File: src/rtl/slave_rd_arb_pkg.sv
// ----------------------------------------------------------------------------
// slave_rd_arb_pkg
// Shared types and widths for the slave read arbiter and its ordering FIFO.
//
// Width macros (normally provided by syn_tb_defines.vh):
//   `AXI_ADDR_WIDTH, `AXI_LEN_WIDTH, `AXI_SIZE_WIDTH, `WORD_SIZE
// Ordering FIFO entry layout {id, len}:
//   `ARB_ID_RANGE   bit range of the requester id inside an entry
//   `ARB_LEN_RANGE  bit range of the burst length inside an entry
// Each macro is guarded, so a project-wide syn_tb_defines.vh compiled
// earlier takes precedence over the defaults below.
// ----------------------------------------------------------------------------
`ifndef AXI_ADDR_WIDTH
`define AXI_ADDR_WIDTH 32
`endif
`ifndef AXI_LEN_WIDTH
`define AXI_LEN_WIDTH 8
`endif
`ifndef AXI_SIZE_WIDTH
`define AXI_SIZE_WIDTH 3
`endif
`ifndef WORD_SIZE
`define WORD_SIZE 32
`endif
`ifndef ARB_ID_WIDTH
`define ARB_ID_WIDTH 4
`endif
`ifndef ARB_LEN_RANGE
`define ARB_LEN_RANGE (`AXI_LEN_WIDTH-1):0
`endif
`ifndef ARB_ID_RANGE
`define ARB_ID_RANGE (`AXI_LEN_WIDTH+`ARB_ID_WIDTH-1):`AXI_LEN_WIDTH
`endif
`ifndef ARB_ENTRY_WIDTH
`define ARB_ENTRY_WIDTH (`AXI_LEN_WIDTH+`ARB_ID_WIDTH)
`endif

package slave_rd_arb_pkg;

   typedef enum logic {
      ST_ARB   = 1'b0,
      ST_ISSUE = 1'b1
   } arb_state_e;

   // Id field supports up to 16 requesters.
   localparam int ARB_ID_W = `ARB_ID_WIDTH;
   localparam int ENTRY_W  = `ARB_ENTRY_WIDTH;

endpackage

File: src/rtl/slave_rd_arb_order_fifo.sv
// ----------------------------------------------------------------------------
// rd_order_fifo
// Response-ordering FIFO: remembers {requester id, burst len} for every
// command issued downstream, in issue order.
//
// Ports:
//   clk, rst_n        clock, asynchronous active-low reset
//   push / din        write an entry (ignored when full)
//   pop               drop the head entry (ignored when empty)
//   dout              head entry, combinational
//   full, empty       occupancy flags (current registered occupancy)
//   count             occupancy, $clog2(DEPTH)+1 bits
// ----------------------------------------------------------------------------
module rd_order_fifo
   import slave_rd_arb_pkg::*;
#(
   parameter int DEPTH = 8,
   parameter int W     = ENTRY_W
) (
   input  logic                   clk,
   input  logic                   rst_n,
   input  logic                   push,
   input  logic                   pop,
   input  logic [W-1:0]           din,
   output logic [W-1:0]           dout,
   output logic                   full,
   output logic                   empty,
   output logic [$clog2(DEPTH):0] count
);

   localparam int PW = $clog2(DEPTH);

   logic [W-1:0]  mem_q [DEPTH];
   logic [PW-1:0] wr_ptr_q;
   logic [PW-1:0] rd_ptr_q;
   logic [PW:0]   count_q;
   logic          do_push;
   logic          do_pop;

   assign do_push = push && !full;
   assign do_pop  = pop && !empty;

   // Pointers wrap naturally because DEPTH is a power of two.
   always_ff @(posedge clk or negedge rst_n) begin
      if (!rst_n) begin
         wr_ptr_q <= '0;
         rd_ptr_q <= '0;
         count_q  <= '0;
      end else begin
         if (do_push) wr_ptr_q <= wr_ptr_q + 1'b1;
         if (do_pop)  rd_ptr_q <= rd_ptr_q + 1'b1;
         case ({do_push, do_pop})
            2'b10:   count_q <= count_q + 1'b1;
            2'b01:   count_q <= count_q - 1'b1;
            default: count_q <= count_q;
         endcase
      end
   end

   always_ff @(posedge clk) begin
      if (do_push) mem_q[wr_ptr_q] <= din;
   end

   assign dout  = mem_q[rd_ptr_q];
   assign full  = (count_q == (PW+1)'(DEPTH));
   assign empty = (count_q == '0);
   assign count = count_q;

endmodule

File: src/rtl/slave_rd_arb.sv
// ----------------------------------------------------------------------------
// slave_rd_arb
// Arbitrates NUM_REQ read requesters onto one slave2mem_rd command port and
// routes the in-order response beats back to the requester that issued each
// command. Round-robin by default; define SLAVE_RD_ARB_FIXED_PRI_EN for
// fixed priority (lowest index wins, no RR pointer).
//
// Ports:
//   clk, reset                       clock, asynchronous active-low reset
//   req_cmd_rd/addr/len/size         per-requester packed command
//   req_grant                        one-hot accept pulse (ISSUE cycle)
//   req_rdresp_vld/data              routed response beat, 1-cycle latency
//   slave2mem_cmd_rd/addr/len/size   downstream command (pulse + held fields)
//   mem2slave_rd_ready               downstream can take a command
//   mem2slave_rdresp_vld/data        downstream response beat
//   busy                             commands outstanding
//   err_orphan                       sticky: beat arrived with nothing pending
// ----------------------------------------------------------------------------
module slave_rd_arb
   import slave_rd_arb_pkg::*;
#(
   parameter int NUM_REQ   = 2,
   parameter int ORD_DEPTH = 8,
   parameter int ARB_ID    = 0
) (
   input  logic                                clk,
   input  logic                                reset,
   input  logic [NUM_REQ-1:0]                  req_cmd_rd,
   input  logic [NUM_REQ*`AXI_ADDR_WIDTH-1:0]  req_addr,
   input  logic [NUM_REQ*`AXI_LEN_WIDTH-1:0]   req_len,
   input  logic [NUM_REQ*`AXI_SIZE_WIDTH-1:0]  req_size,
   output logic [NUM_REQ-1:0]                  req_grant,
   output logic [NUM_REQ-1:0]                  req_rdresp_vld,
   output logic [`WORD_SIZE-1:0]               req_rdresp_data,
   output logic                                slave2mem_cmd_rd,
   output logic [`AXI_ADDR_WIDTH-1:0]          slave2mem_addr,
   output logic [`AXI_LEN_WIDTH-1:0]           slave2mem_len,
   output logic [`AXI_SIZE_WIDTH-1:0]          slave2mem_size,
   input  logic                                mem2slave_rd_ready,
   input  logic                                mem2slave_rdresp_vld,
   input  logic [`WORD_SIZE-1:0]               mem2slave_rdresp_data,
   output logic                                busy,
   output logic                                err_orphan
);

   localparam int AW = `AXI_ADDR_WIDTH;
   localparam int LW = `AXI_LEN_WIDTH;
   localparam int SW = `AXI_SIZE_WIDTH;
   localparam int CW = $clog2(ORD_DEPTH) + 1;

   arb_state_e          state_q, state_d;
   logic                arb_en;
   logic                grant_ok;
   logic [ARB_ID_W-1:0] win_id;
   logic [NUM_REQ-1:0]  win_oh;
   logic [AW-1:0]       addr_sel;
   logic [LW-1:0]       len_sel;
   logic [SW-1:0]       size_sel;

   logic [NUM_REQ-1:0]  grant_q;
   logic                cmd_rd_q;
   logic [AW-1:0]       addr_q;
   logic [LW-1:0]       len_q;
   logic [SW-1:0]       size_q;

   logic                fifo_push, fifo_pop, fifo_full, fifo_empty;
   logic [ENTRY_W-1:0]  fifo_din, fifo_dout;
   logic [CW-1:0]       fifo_count, count_nxt;
   logic [ARB_ID_W-1:0] head_id;
   logic [LW-1:0]       head_len;
   logic                head_last;
   logic [NUM_REQ-1:0]  head_oh;
   logic [LW-1:0]       beat_cnt_q;
   logic [NUM_REQ-1:0]  rdresp_vld_q;
   logic [`WORD_SIZE-1:0] rdresp_data_q;
   logic                busy_q;
   logic                err_orphan_q;

   // FSM: state register
   always_ff @(posedge clk or negedge reset) begin
      if (!reset) state_q <= ST_ARB;
      else        state_q <= state_d;
   end

   // FSM: next state; ISSUE always lasts exactly one cycle
   always_comb begin
      state_d = state_q;
      case (state_q)
         ST_ARB:   if (grant_ok) state_d = ST_ISSUE;
         ST_ISSUE: state_d = ST_ARB;
         default:  state_d = ST_ARB;
      endcase
   end

   // FSM: outputs
   always_comb begin
      arb_en = (state_q == ST_ARB);
   end

   // fifo_full is the pre-pop occupancy, so a same-cycle pop never unblocks.
   assign grant_ok = arb_en && (|req_cmd_rd) && mem2slave_rd_ready && !fifo_full;

`ifndef SLAVE_RD_ARB_FIXED_PRI_EN
   // Points at the requester after the last winner.
   logic [ARB_ID_W-1:0] rr_ptr_q;

   always_ff @(posedge clk or negedge reset) begin
      if (!reset) rr_ptr_q <= '0;
      else if (grant_ok)
         rr_ptr_q <= (win_id == ARB_ID_W'(NUM_REQ-1)) ? '0 : win_id + 1'b1;
   end
`endif

   always_comb begin
      win_id = '0;
`ifdef SLAVE_RD_ARB_FIXED_PRI_EN
      for (int i = NUM_REQ-1; i >= 0; i--) begin
         if (req_cmd_rd[i]) win_id = ARB_ID_W'(i);
      end
`else
      begin : rr_search
         logic found;
         found = 1'b0;
         for (int k = 0; k < NUM_REQ; k++) begin
            for (int i = 0; i < NUM_REQ; i++) begin
               if (!found && req_cmd_rd[i] && (i == (int'(rr_ptr_q) + k) % NUM_REQ)) begin
                  found  = 1'b1;
                  win_id = ARB_ID_W'(i);
               end
            end
         end
      end
`endif
   end

   always_comb begin
      win_oh   = '0;
      addr_sel = '0;
      len_sel  = '0;
      size_sel = '0;
      for (int i = 0; i < NUM_REQ; i++) begin
         if (win_id == ARB_ID_W'(i)) begin
            win_oh[i] = 1'b1;
            addr_sel  = req_addr[i*AW +: AW];
            len_sel   = req_len[i*LW +: LW];
            size_sel  = req_size[i*SW +: SW];
         end
      end
   end

   // Command fields hold the last granted command between grants.
   always_ff @(posedge clk or negedge reset) begin
      if (!reset) begin
         grant_q  <= '0;
         cmd_rd_q <= 1'b0;
         addr_q   <= '0;
         len_q    <= '0;
         size_q   <= '0;
      end else begin
         grant_q  <= grant_ok ? win_oh : '0;
         cmd_rd_q <= grant_ok;
         if (grant_ok) begin
            addr_q <= addr_sel;
            len_q  <= len_sel;
            size_q <= size_sel;
         end
      end
   end

   assign fifo_push = grant_ok;
   assign fifo_din  = {win_id, len_sel};

   rd_order_fifo #(
      .DEPTH (ORD_DEPTH),
      .W     (ENTRY_W)
   ) u_order_fifo (
      .clk   (clk),
      .rst_n (reset),
      .push  (fifo_push),
      .pop   (fifo_pop),
      .din   (fifo_din),
      .dout  (fifo_dout),
      .full  (fifo_full),
      .empty (fifo_empty),
      .count (fifo_count)
   );

   assign head_id   = fifo_dout[`ARB_ID_RANGE];
   assign head_len  = fifo_dout[`ARB_LEN_RANGE];
   assign head_last = (beat_cnt_q == head_len);
   assign fifo_pop  = mem2slave_rdresp_vld && !fifo_empty && head_last;

   always_comb begin
      head_oh = '0;
      for (int i = 0; i < NUM_REQ; i++) begin
         if (head_id == ARB_ID_W'(i)) head_oh[i] = 1'b1;
      end
   end

   // Push is only taken when not full and pop only when not empty.
   assign count_nxt = fifo_count + CW'(fifo_push) - CW'(fifo_pop);

   always_ff @(posedge clk or negedge reset) begin
      if (!reset) begin
         beat_cnt_q    <= '0;
         rdresp_vld_q  <= '0;
         rdresp_data_q <= '0;
         busy_q        <= 1'b0;
         err_orphan_q  <= 1'b0;
      end else begin
         rdresp_vld_q <= '0;
         busy_q       <= (count_nxt != '0);
         if (mem2slave_rdresp_vld) begin
            rdresp_data_q <= mem2slave_rdresp_data;
            if (fifo_empty) begin
               err_orphan_q <= 1'b1;
`ifndef SYNTHESIS
               $display("slave_rd_arb[%0d] orphan response beat dropped, ordering FIFO empty", ARB_ID);
`endif
            end else begin
               rdresp_vld_q <= head_oh;
               beat_cnt_q   <= head_last ? '0 : beat_cnt_q + 1'b1;
            end
         end
      end
   end

   assign req_grant        = grant_q;
   assign slave2mem_cmd_rd = cmd_rd_q;
   assign slave2mem_addr   = addr_q;
   assign slave2mem_len    = len_q;
   assign slave2mem_size   = size_q;
   assign req_rdresp_vld   = rdresp_vld_q;
   assign req_rdresp_data  = rdresp_data_q;
   assign busy             = busy_q;
   assign err_orphan       = err_orphan_q;

endmodule

File: config.mk
export PLATFORM = sky130hd
export DESIGN_NAME = slave_rd_arb
export DESIGN_NICKNAME = d
export VERILOG_FILES = /design/src/rtl/slave_rd_arb_pkg.sv /design/src/rtl/slave_rd_arb_order_fifo.sv /design/src/rtl/slave_rd_arb.sv
export SDC_FILE = /design/constraint.sdc
export NUM_CORES = 1
export LEC_CHECK = 0
export ABC_CLOCK_PERIOD_IN_PS = 5100
export CORE_AREA = 4 4 223 138
export DETAILED_ROUTE_END_ITERATION = 16
export DIE_AREA = 0 0 227 142
export MAX_ROUTING_LAYER = met4
export SLEW_MARGIN = 10
export SYNTH_ARGS = -nofsm -noshare
export SYNTH_HDL_FRONTEND = slang
export SYNTH_HIERARCHICAL = 1
export SYNTH_SLANG_ARGS = --single-unit
File: constraint.sdc
create_clock -name clk -period 5.1 [get_ports clk]
set_input_delay 0.765 -clock clk [delete_from_list [all_inputs] [get_ports clk]]
set_output_delay 0.765 -clock clk [all_outputs]
set_load 0.01 [all_outputs]
# Word-level counts from Yosys, hierarchy flattened
# Memories as Yosys holds them, arrays and structs flattened.
# Cells that the tools add are included.
# op_classes
add_sub_neg	9
mul	0
div_mod_pow	0
n_lt_le_gt_ge	0
n_eq_ne	7
shift	0
muxes	26
n_bitwise	3
n_reduce_logical	29
# op_table
op	n
$logic_not A32 Y1	2
$mux W32	2
$mux W8	3
$logic_and A1 B1 Y1	14
$logic_not A4 Y1	3
$mux W1	12
$add A8 B1 Y8 const B	1
$eq A4 B1 Y1 const B	2
$eq A8 B8 Y1	1
$mux W4	2
$pmux W4 S2	1
$add A3 B1 Y3 const B	2
$mux W2	3
$mux W3	2
$logic_not A1 Y1	5
$add A4 B1 Y4	1
$add A4 B1 Y4 const B	1
$eq A4 B4 Y1 const B	1
$reduce_and A2 Y1	2
$reduce_bool A4 Y1	1
$sub A4 B1 Y4	1
$sub A4 B1 Y4 const B	1
$add A1 B1 Y1 const B	2
$eq A2 B1 Y1 const B	1
other kinds (7)	8
# word_totals
register_bits	102
latchBits	0
ram_bits	96
mem_bits_ro	0
in_bits	124
out_inout_bits	82
n_memories	1
# mem_list
name	words	width	rd	rd_clocked_by_memory_dff	write_ports	line_no	rtl
u_order_fifo.mem_q	8	12	1	0	1	slave_rd_arb_order_fifo.sv:33	logic [W-1:0] mem_q [DEPTH];

# Longest topological paths before layout
# Gate-level depths: netlist of the first run.
# depth
depth_word	18
ltp_mapped	14
ltp_nobuf	12

# By module
# Netlist of the first run, hierarchy kept.
# modules_own_cells
mod	n_inst	cells_per_inst	area_each_um2	seq_area_each_um2
rd_order_fifo	1	206	4335.4	3133.0
slave_rd_arb	1	379	4200.3	2302.2

# Worst setup path before layout of the first run
# Ideal clock, no wire load.
# synth_timing
kind	reg2reg
from	register u_order_fifo.rd_ptr_q[0]
to	register u_order_fifo.count_q[3] (netlist: u_order_fifo/count[3])
setup_time_ps	134
t_arrival_ps	3844
t_required_ps	4966
slack_ps	1123
path_stages_with_launch	15
n_path_buf	2
period_less_slack_ps	3977
cell_sequence	dfrtp_1 > buf_6 > buf_6 > mux4_1 > mux2_2 > xnor2_1 > nand4_1 > nor3_2 > o41ai_1 > inv_1 > ha_1 > ha_1 > or4b_2 > o311ai_0 > o211ai_1
# synth_via
elab_chain_cells	6
word_cells_on_any_way	8
cone_classes	3 x eq/ne; 1 x mux; 3 x reduce/logical; 1 x memory
# synth_lines
item	line_no	rtl
start, declared	slave_rd_arb_order_fifo.sv:35	logic [PW-1:0] rd_ptr_q;
start signal, assigned	slave_rd_arb_order_fifo.sv:51	if (do_pop) rd_ptr_q <= rd_ptr_q + 1'b1;
$mem_v2 Z8 W12 *	-	
named net fifo_dout[1]	slave_rd_arb.sv:67	logic [ENTRY_W-1:0] fifo_din, fifo_dout;
$eq A8 B8 Y1 *	slave_rd_arb.sv:190	assign head_last = (beat_cnt_q == head_len);
$logic_and A1 B1 Y1 *	slave_rd_arb.sv:191	assign fifo_pop = mem2slave_rdresp_vld && !fifo_empty && head_last;
named net fifo_pop	slave_rd_arb.sv:66	logic fifo_push, fifo_pop, fifo_full, fifo_empty;
$logic_and A1 B1 Y1 *	slave_rd_arb_order_fifo.sv:41	assign do_pop = pop && !empty;
named net u_order_fifo.do_pop	slave_rd_arb_order_fifo.sv:38	logic do_pop;
$eq A2 B1 Y1 / $eq A2 B2 Y1 (equally long branches)	slave_rd_arb_order_fifo.sv:52	case ({do_push, do_pop})
$pmux W4 S2 / $reduce_bool A2 Y1 (equally long branches)	-	
end signal, assigned	slave_rd_arb_order_fifo.sv:53	2'b10: count_q <= count_q + 1'b1;
end signal, assigned	slave_rd_arb_order_fifo.sv:54	2'b01: count_q <= count_q - 1'b1;
end signal, assigned	slave_rd_arb_order_fifo.sv:55	default: count_q <= count_q;
end, declared	slave_rd_arb_order_fifo.sv:36	logic [PW:0] count_q;
# Mark *: on every way through the listed nets, which the timed path passes. The rest lies on a longest branch.
# A chain may end at the register's enable or synchronous reset.

# Worst setup path in the final report of the first run
# Same ends and word-level chain as after synthesis.

==> reports/qor.txt, run 1 <==
Initial antenna violation count -> 1
Reg area -> 5435 um^2
CTS HTree Levels -> 4
Critical path's slowest cell -> or4b_2
Worst r2r dst -> u_order_fifo/count[3]
Hold Vio Cnt, Final -> 0
DP HPWL -> 14490 um
Worst-Skew Late Latency -> 0.45 ns
Multi-input logic area -> 2875 um^2
Worst Hold Class -> in2async
Final Max Slew Viols -> 0
Largest net degree at the start of global routing -> 84
Residual DRC -> 0
CP endpoint kind -> flip-flop
Logic pwr share -> 26.5%
Ys async rst share -> 51.52%
Leading cell type in the layout, fill and taps excluded -> clkdlybuf4s50_1
RSZ-0062 raised after global routing -> no
Maximum vdd drop -> 0.0001707 V
TritonCTS clock tree -> yes
Finish-stage setup viols -> 0
RR Startpoint -> u_order_fifo/rd_ptr_q[0]
Chip height -> 142 um
Synth Cell Area -> 8536 um^2
Worst-Margin Slew -> 0.8536 ns
FF+latch count, synth -> 198
Setup TNS -> 0 ns
Design Power -> 0.004937 W
Layout area overhead -> 36.65%
Routed len/inst -> 17.29 um
Synth cell types -> 52
Initial drt markers -> 301
Via count -> 5442
Synth warnings -> 6
Sequential area share after synthesis -> 63.68%
Minimum clock period -> 4.287 ns
Fin nets -> 956
CP Max Fanout -> 18
Pwr Density -> 423.3 nW/um^2
Final period util -> 84.05%
Clk sinks -> 198
CTS Buffer Depth -> 2
Die X -> 227 um
Lkg Pwr -> 4.396 nW
Layout cells sized above 1 -> 15.13%
CP Launch Type -> flip-flop
Power share of the clock group -> 29.3%
Synth Instances -> 585
Slowest stage delay, CP -> 0.65 ns
Hold_buf cts -> 0
Main synth FF type -> dfrtp_1
FP Rows -> 48
Placeable Area -> 28530 um^2
All-Layer GR Usage -> 13.51%
Via density -> 4.498
Post-synth EDFFs -> 96
Most frequent cells in the layout -> 204 x clkdlybuf4s50_1, 102 x dfrtp_1, 96 x edfxtp_1
Routed wire length -> 20920 um
Starting Density -> 29.92%
Max transition margin -> 43.09%
Post-Route Skew -> 0.01293 ns
Grt ovf -> 0
Register share of total power -> 44.2%
Worst Path Arrival -> 4.61 ns
Die ar. -> 32230 um^2
Critical path class -> reg2reg
First-pass GRT wire length -> 32160 um
Reg2Reg Depth -> 14
DR pass1 iterations -> 4
CP Data Required Time -> 5.42 ns
Worst path cell trace -> buf_4 > mux4_1 > mux2_2 > xnor2_1 > nand4_1 > nor3_2 > buf_4 > o41ai_1 > inv_1 > ha_1 > ha_1 > or4b_2 > o311ai_0 > o211ai_1
Crit. Startpoint -> u_order_fifo/rd_ptr_q[0]
Clock transition at path regs -> 0.07 ns
Number of gates resized after CTS -> 0
Num ports -> 206
Power Internal -> 0.003450 W
Vias in the first global route -> 5520
Status -> completed
Post-CTS setup repair buffer count -> 0
Switching power total -> 0.001487 W
Stages on the worst setup path -> 14
Antenna viol nets, final -> 0
Worst Path Buf+Inv -> 3
Fmax achieved -> 0.2333 GHz
Net Sw Frac -> 30.12%
CTS Buf Count -> 17
Max-cap violation count -> 0
R2r setup slk -> 0.81 ns
# port buffers -> 205
CTS Root Cell -> clkbuf_16
Family with the most delay on the worst path -> simple AND/OR/NAND/NOR gates
Syn avg cell area -> 14.59 um^2
RD Place Congestion -> 0.7583
Filler instances -> 2659
[kinds of logic after synthesis]
kind of cell / synth area share (%)
compound gates: 3.767
xor+xnor: 2.257
fa+ha+maj: 1.935
buf+inv: 3.752
flops: 63.68
mux: 15.67
other cells: 0.04393
simple gates: 8.898
[metrics by stage]
| stage | hold slack, ns | area (um^2) | std cells | worst slack, ns | util [%] |
|---|---|---|---|---|---|
| after floorplan | 0.4324 | 8622 | 608 | 1.123 | - |
| after global routing | 0.4763 | 11660 | 1209 | 0.5417 | 40.88 |
| final | 0.4066 | 11660 | 1210 | 0.8134 | 40.89 |
| after CTS | 0.4362 | 11660 | 1208 | 0.8449 | 40.87 |
| after detailed placement | 0.4554 | 11020 | 1176 | 0.8489 | 38.63 |
| after global placement | 0.4391 | 11020 | 1176 | 0.9868 | 38.63 |
[synth_stat cells, types with 2 or more instances]
library cell | instances | area share [%]
xnor2_1 | 18 | 1.8
a21oi_1 | 3 | 0.18
a21o_1 | 2 | 0.18
o21ai_0 | 4 | 0.23
mux4_2 | 3 | 0.79
mux2i_1 | 2 | 0.23
nand2_1 | 84 | 3.7
xor2_1 | 4 | 0.41
nand4_1 | 2 | 0.15
clkbuf_1 | 3 | 0.13
nand3_1 | 5 | 0.29
nor3_1 | 4 | 0.23
nor3b_1 | 3 | 0.26
edfxtp_1 | 96 | 34
mux4_1 | 21 | 6.5
buf_4 | 2 | 0.18
mux2_2 | 62 | 8.2
nor4_2 | 2 | 0.29
nor2_1 | 53 | 2.3
fa_1 | 2 | 0.47
buf_6 | 14 | 1.8
buf_2 | 7 | 0.41
dfrtp_1 | 102 | 30
ha_1 | 10 | 1.5
inv_1 | 14 | 0.62
nand2b_1 | 3 | 0.22
a31oi_1 | 35 | 2.6
[layout make-up]
cell class | instances | area share (%)
Timing Repair Buffer | 222 | 18.67
Antenna cell | 2 | 0.04291
Multi-Input combinational cell | 365 | 24.65
Sequential cell | 198 | 46.60
Clock buffer | 18 | 3.765
Tap cell | 375 | 4.023
Inverter | 16 | 0.5364
Clock inverter | 14 | 1.716
[worst register-to-register path, cell delays in order (launching register included)]
cell and delay, ns:
dfrtp_1 0.34, buf_4 0.30, mux4_1 0.63, mux2_2 0.30, xnor2_1 0.15, nand4_1 0.24
nor3_2 0.17, buf_4 0.19, o41ai_1 0.14, inv_1 0.14, ha_1 0.32, ha_1 0.34
or4b_2 0.65, o311ai_0 0.14, o211ai_1 0.12
[registers in the layout (all words and copies together) (netlist names), 3 cells and up]
signal,cells
slave2mem_size,3
u_order_fifo/wr_ptr_q,3
req_rdresp_data,32
u_order_fifo/mem_q,96
slave2mem_len,8
beat_cnt_q,8
u_order_fifo/count,4
slave2mem_addr,32
u_order_fifo/rd_ptr_q,3
[how the worst max path moves through the flow]
stage                                 end  slack [ns]
floorplan           u_order_fifo/count[3]        1.12
global placement    u_order_fifo/count[3]        0.99
detailed placement  u_order_fifo/count[3]        0.85
CTS                 u_order_fifo/count[3]        0.84
global route        u_order_fifo/count[3]        0.54
finish              u_order_fifo/count[3]        0.81
[power by group through the flow]
stage               clock (W)  combinational [W]  sequential, W
finish                0.00145            0.00131        0.00218
CTS                   0.00150            0.00133        0.00219
floorplan                   0           0.000665        0.00224
detailed placement          0            0.00132        0.00221
global route          0.00156            0.00144        0.00223
global placement            0            0.00131        0.00221
[layer usage]
layer	track usage (%)	wire, um
met4	3.309	195
met3	4.906	1826
met1	19.67	10490
met5	-	0
met2	17.83	8405
No activity file was read; power rests on OpenSTA's default activity.
==> run 2, diff against run 1 <==
--- a/config.mk
+++ b/config.mk
@@ -5,7 +5,7 @@
 export SDC_FILE = /design/constraint.sdc
 export NUM_CORES = 1
 export LEC_CHECK = 0
-export ABC_CLOCK_PERIOD_IN_PS = 5100
+export ABC_CLOCK_PERIOD_IN_PS = 3900
 export CORE_AREA = 4 4 223 138
 export DETAILED_ROUTE_END_ITERATION = 16
 export DIE_AREA = 0 0 227 142
==> constraint.sdc (replaced) <==
create_clock -name clk -period 3.9 [get_ports clk]
set_input_delay 0.585 -clock clk [delete_from_list [all_inputs] [get_ports clk]]
set_output_delay 0.585 -clock clk [all_outputs]
set_load 0.01 [all_outputs]
==> reports/qor.txt, run 2 (same netlist as run 1, synthesis figures left out) <==
R2r setup slk -> 0.11 ns
Max-cap violation count -> 0
Post-Route Skew -> 0.01793 ns
Final Max Slew Viols -> 0
Hold_buf cts -> 0
Via density -> 4.435
CP Data Required Time -> 4.20 ns
Clk sinks -> 198
# port buffers -> 205
Status -> completed
Layout area overhead -> 39.09%
Final setup margin -> 0.1079 ns
Hold Vio Cnt, Final -> 0
Fmax achieved -> 0.2637 GHz
CTS Buffer Depth -> 2
Routed wire length -> 21010 um
Num ports -> 206
Final period util -> 97.23%
Worst Hold Class -> in2async
Critical path's slowest cell -> or4b_4
Initial drt markers -> 356
Grt ovf -> 0
Pwr Density -> 544.1 nW/um^2
Layout cells sized above 1 -> 17.26%
Die X -> 227 um
Leading cell type in the layout, fill and taps excluded -> clkdlybuf4s50_1
Via count -> 5420
FP Rows -> 48
Max transition margin -> 38.70%
Pre-CTS setup slack -> 0.05237 ns
DP HPWL -> 14530 um
CTS Root Cell -> clkbuf_16
Placeable Area -> 28530 um^2
Family with the most delay on the worst path -> simple AND/OR/NAND/NOR gates
RR Startpoint -> u_order_fifo/rd_ptr_q[0]
Chip height -> 142 um
Design Power -> 0.006460 W
Finish-stage setup viols -> 0
Most frequent cells in the layout -> 204 x clkdlybuf4s50_1, 101 x dfrtp_1, 96 x edfxtp_1
Die ar. -> 32230 um^2
Lkg Pwr -> 4.499 nW
Critical path class -> reg2reg
Worst-Skew Late Latency -> 0.45 ns
DR pass1 iterations -> 5
Worst Path Arrival -> 4.10 ns
Worst-Margin Slew -> 0.9194 ns
First-pass GRT wire length -> 32130 um
Worst path cell trace -> clkbuf_16 > buf_4 > mux4_1 > mux2_2 > xnor2_1 > nand4_1 > nor3_4 > o41ai_4 > inv_1 > ha_2 > ha_1 > or4b_4 > o311ai_4 > o211ai_1
Residual DRC -> 0
Max FFs per register -> 96
Slowest stage delay, CP -> 0.54 ns
TritonCTS clock tree -> yes
CTS HTree Levels -> 4
CP endpoint kind -> flip-flop
CTS Buf Count -> 17
Worst Path Buf+Inv -> 3
Initial antenna violation count -> 1
Clock transition at path regs -> 0.08 ns
RD Place Congestion -> 0.7568
CP Launch Type -> flip-flop
Routed len/inst -> 17.19 um
Maximum vdd drop -> 0.0003239 V
Worst r2r dst -> u_order_fifo/count[3]
Fin nets -> 969
Most flop-heavy register -> u_order_fifo/mem_q
Reg2Reg Depth -> 14
Fin cells -> 1222
CP Max Fanout -> 6
Antenna viol nets, final -> 0
Minimum clock period -> 3.792 ns
Cell Count Post-Placement -> 1182
Starting Density -> 29.92%
Vias in the first global route -> 5537
Largest net degree at the start of global routing -> 87
All-Layer GR Usage -> 13.48%
run 2: final cells by class:
type | instances | area [um^2]
Inverter | 16 | 62.56
Tap cell | 375 | 469.2
Clock buffer | 18 | 439.2
Clock inverter | 14 | 160.2
Fill cell | 2614 | 16650
Timing Repair Buffer | 235 | 2341
Multi-Input combinational cell | 365 | 2962
Antenna cell | 1 | 2.502
Sequential cell | 198 | 5436
run 2: worst max-delay path by stage:
stage,from,endpoint,cells past startpoint
global route,u_order_fifo/rd_ptr_q[0],u_order_fifo/count[3],15
global placement,u_order_fifo/rd_ptr_q[0],u_order_fifo/count[3],13
detailed placement,u_order_fifo/rd_ptr_q[0],u_order_fifo/count[3],13
finish,u_order_fifo/rd_ptr_q[0],u_order_fifo/count[3],14
CTS,u_order_fifo/rd_ptr_q[0],u_order_fifo/count[3],13
floorplan,u_order_fifo/rd_ptr_q[0],u_order_fifo/count[3],14
run 2: metrics by stage:
stage | hold WS (ns) | cell area, um^2 | TNS [ns] | utilization [%]
after global routing | 0.2965 | 11870 | -0.03243 | 41.62
after floorplan | 0.2894 | 8631 | 0 | -
after CTS | 0.2522 | 11710 | 0 | 41.05
after global placement | 0.4436 | 11110 | 0 | 38.95
after detailed placement | 0.4572 | 11110 | 0 | 38.95
final | 0.2353 | 11870 | 0 | 41.62
run 2: routing by layer:
layer / GRT usage, % / up-vias / wire, um
met4: 2.927 / 0 / 181
met2: 17.28 / 167 / 8462
met5: - / - / 0
li1: - / 2607 / -
met3: 4.783 / 14 / 1592
met1: 20.29 / 2632 / 10770
run 2: what timing repair did:
item	in CTS	in global routing
resized for setup	0	16
buffers inserted	0	6
endpoints found under the setup margin	0	1
run 2: where the power goes:
group | switching, W | internal [W]
registers | 0.000292 | 0.00258
logic | 0.000813 | 0.000989
clock network | 0.000856 | 0.000929
==> run 3, diff against run 2 <==
--- a/config.mk
+++ b/config.mk
@@ -5,11 +5,12 @@
 export SDC_FILE = /design/constraint.sdc
 export NUM_CORES = 1
 export LEC_CHECK = 0
-export ABC_CLOCK_PERIOD_IN_PS = 3900
+export ABC_CLOCK_PERIOD_IN_PS = 3250
 export CORE_AREA = 4 4 223 138
 export DETAILED_ROUTE_END_ITERATION = 16
 export DIE_AREA = 0 0 227 142
 export MAX_ROUTING_LAYER = met4
+export SKIP_CTS_REPAIR_TIMING = 1
 export SLEW_MARGIN = 10
 export SYNTH_ARGS = -nofsm -noshare
 export SYNTH_HDL_FRONTEND = slang
==> constraint.sdc (replaced) <==
create_clock -name clk -period 3.25 [get_ports clk]
set_input_delay 0.4875 -clock clk [delete_from_list [all_inputs] [get_ports clk]]
set_output_delay 0.4875 -clock clk [all_outputs]
set_load 0.05 [all_outputs]
==> reports/qor.txt, run 3 (same netlist as run 1, synthesis figures left out) <==
Status -> finished, violations left
Failing checks -> negative setup slack
Routed len/inst -> 17.11 um
Largest net degree at the start of global routing -> 73
Worst r2r dst -> u_order_fifo/count[3]
Finish-stage setup viols -> 4
Die ar. -> 32230 um^2
DR pass1 iterations -> 4
Via density -> 4.468
Vias in the first global route -> 5562
Layout area overhead -> 40.05%
Routed wire length -> 21140 um
Grt ovf -> 0
Worst-Margin Slew -> 0.7755 ns
Max-cap violation count -> 0
CP endpoint kind -> flip-flop
Worst-Skew Late Latency -> 0.44 ns
Maximum vdd drop -> 0.0003692 V
Fin cells -> 1236
Most flop-heavy register -> u_order_fifo/mem_q
CP Data Required Time -> 3.56 ns
Initial drt markers -> 315
Residual DRC -> 0
All-Layer GR Usage -> 13.57%
Crit. Startpoint -> u_order_fifo/rd_ptr_q[0]
Max FFs per register -> 96
CP Max Fanout -> 6
TritonCTS clock tree -> yes
Final Max Slew Viols -> 0
Final setup margin -> -0.2456 ns
Most frequent cells in the layout -> 204 x clkdlybuf4s50_1, 101 x dfrtp_1, 96 x edfxtp_1
Layout cells sized above 1 -> 19.98%
Hold Vio Cnt, Final -> 0
Minimum clock period -> 3.496 ns
Diode count -> 0
Placeable Area -> 28530 um^2
FP Rows -> 48
CTS Buffer Depth -> 2
Worst Path Arrival -> 3.81 ns
Post-layout util -> 41.90%
RR Startpoint -> u_order_fifo/rd_ptr_q[0]
Antenna viol nets, final -> 0
Clock transition at path regs -> 0.07 ns
DP HPWL -> 14760 um
CTS HTree Levels -> 4
Lkg Pwr -> 4.531 nW
RSZ-0062 raised after global routing -> yes
Pwr Density -> 708.8 nW/um^2
Cell Count Post-Placement -> 1195
Fin nets -> 984
Worst Hold Class -> in2async
First-pass GRT wire length -> 32310 um
RD Place Congestion -> 0.7567
CP Launch Type -> flip-flop
Via count -> 5522
Die X -> 227 um
Reg2Reg Depth -> 14
CTS Buf Count -> 17
R2r setup slk -> -0.25 ns
Num ports -> 206
# port buffers -> 205
Max transition margin -> 48.30%
Critical path class -> reg2reg
Starting Density -> 29.92%
Fin Hold WS -> 0.1254 ns
Pre-CTS setup slack -> -0.3358 ns
Final period util -> 107.6%
Post-Route Skew -> 0.007420 ns
Clk sinks -> 198
Initial antenna violation count -> 0
Fmax achieved -> 0.2861 GHz
Leading cell type in the layout, fill and taps excluded -> clkdlybuf4s50_1
Chip height -> 142 um
Design Power -> 0.008472 W
CTS Root Cell -> clkbuf_16
==> run 3: cell count changes in the layout (fill, tap and decap cells not counted), sizes merged <==
cell	change
buf	+15
inv	-3
clkbuf	+2
clkinvlp	+1
diode	-1
==> run 3: routing by layer <==
layer | track usage [%] | up-vias | part of all wire [%]
li1 | - | 2626 | -
met1 | 19.95 | 2718 | 50
met2 | 17.96 | 171 | 40
met3 | 5.318 | 7 | 9.5
met4 | 2.195 | 0 | 0.50
met5 | - | - | 0
==> run 3: metrics by stage <==
step	area [um^2]	TNS [ns]
floorplan	8673	-0.4150
global placement	11230	-0.7875
detailed placement	11230	-0.9513
CTS	11800	-1.062
global route	11950	-1.409
finish	11950	-0.6896
==> run 3: cell type report <==
| type | instances | area, um^2 |
|---|---|---|
| Fill cell | 2622 | 16570 |
| Sequential cell | 198 | 5436 |
| Multi-Input combinational cell | 365 | 2968 |
| Timing Repair Buffer | 250 | 2450 |
| Tap cell | 375 | 469.2 |
| Clock buffer | 20 | 446.7 |
| Clock inverter | 12 | 121.4 |
| Inverter | 16 | 62.56 |
==> run 3: worst max-delay path by stage <==
stage	depth (start not counted)	end
final	14	u_order_fifo/count[3]
after global routing	14	u_order_fifo/count[3]
after CTS	15	busy
after detailed placement	14	busy
after global placement	14	u_order_fifo/count[3]
after floorplan	14	u_order_fifo/count[3]
==> run 3: critical path: stages (launching register included) <==
cell	delay, ns
dfrtp_2	0.44
buf_6	0.16
mux4_2	0.51
mux2_4	0.30
xnor2_2	0.20
nand4_1	0.11
buf_4	0.16
nor3_4	0.21
o41ai_2	0.11
inv_1	0.12
ha_4	0.17
ha_4	0.20
or4b_4	0.48
o311ai_2	0.09
o211ai_1	0.11
==> run 3: power breakdown <==
group / switching, W / internal, W
logic: 0.00176 / 0.00122
clock network: 0.000966 / 0.00109
registers: 0.000337 / 0.00310
total: 0.00306 / 0.00541
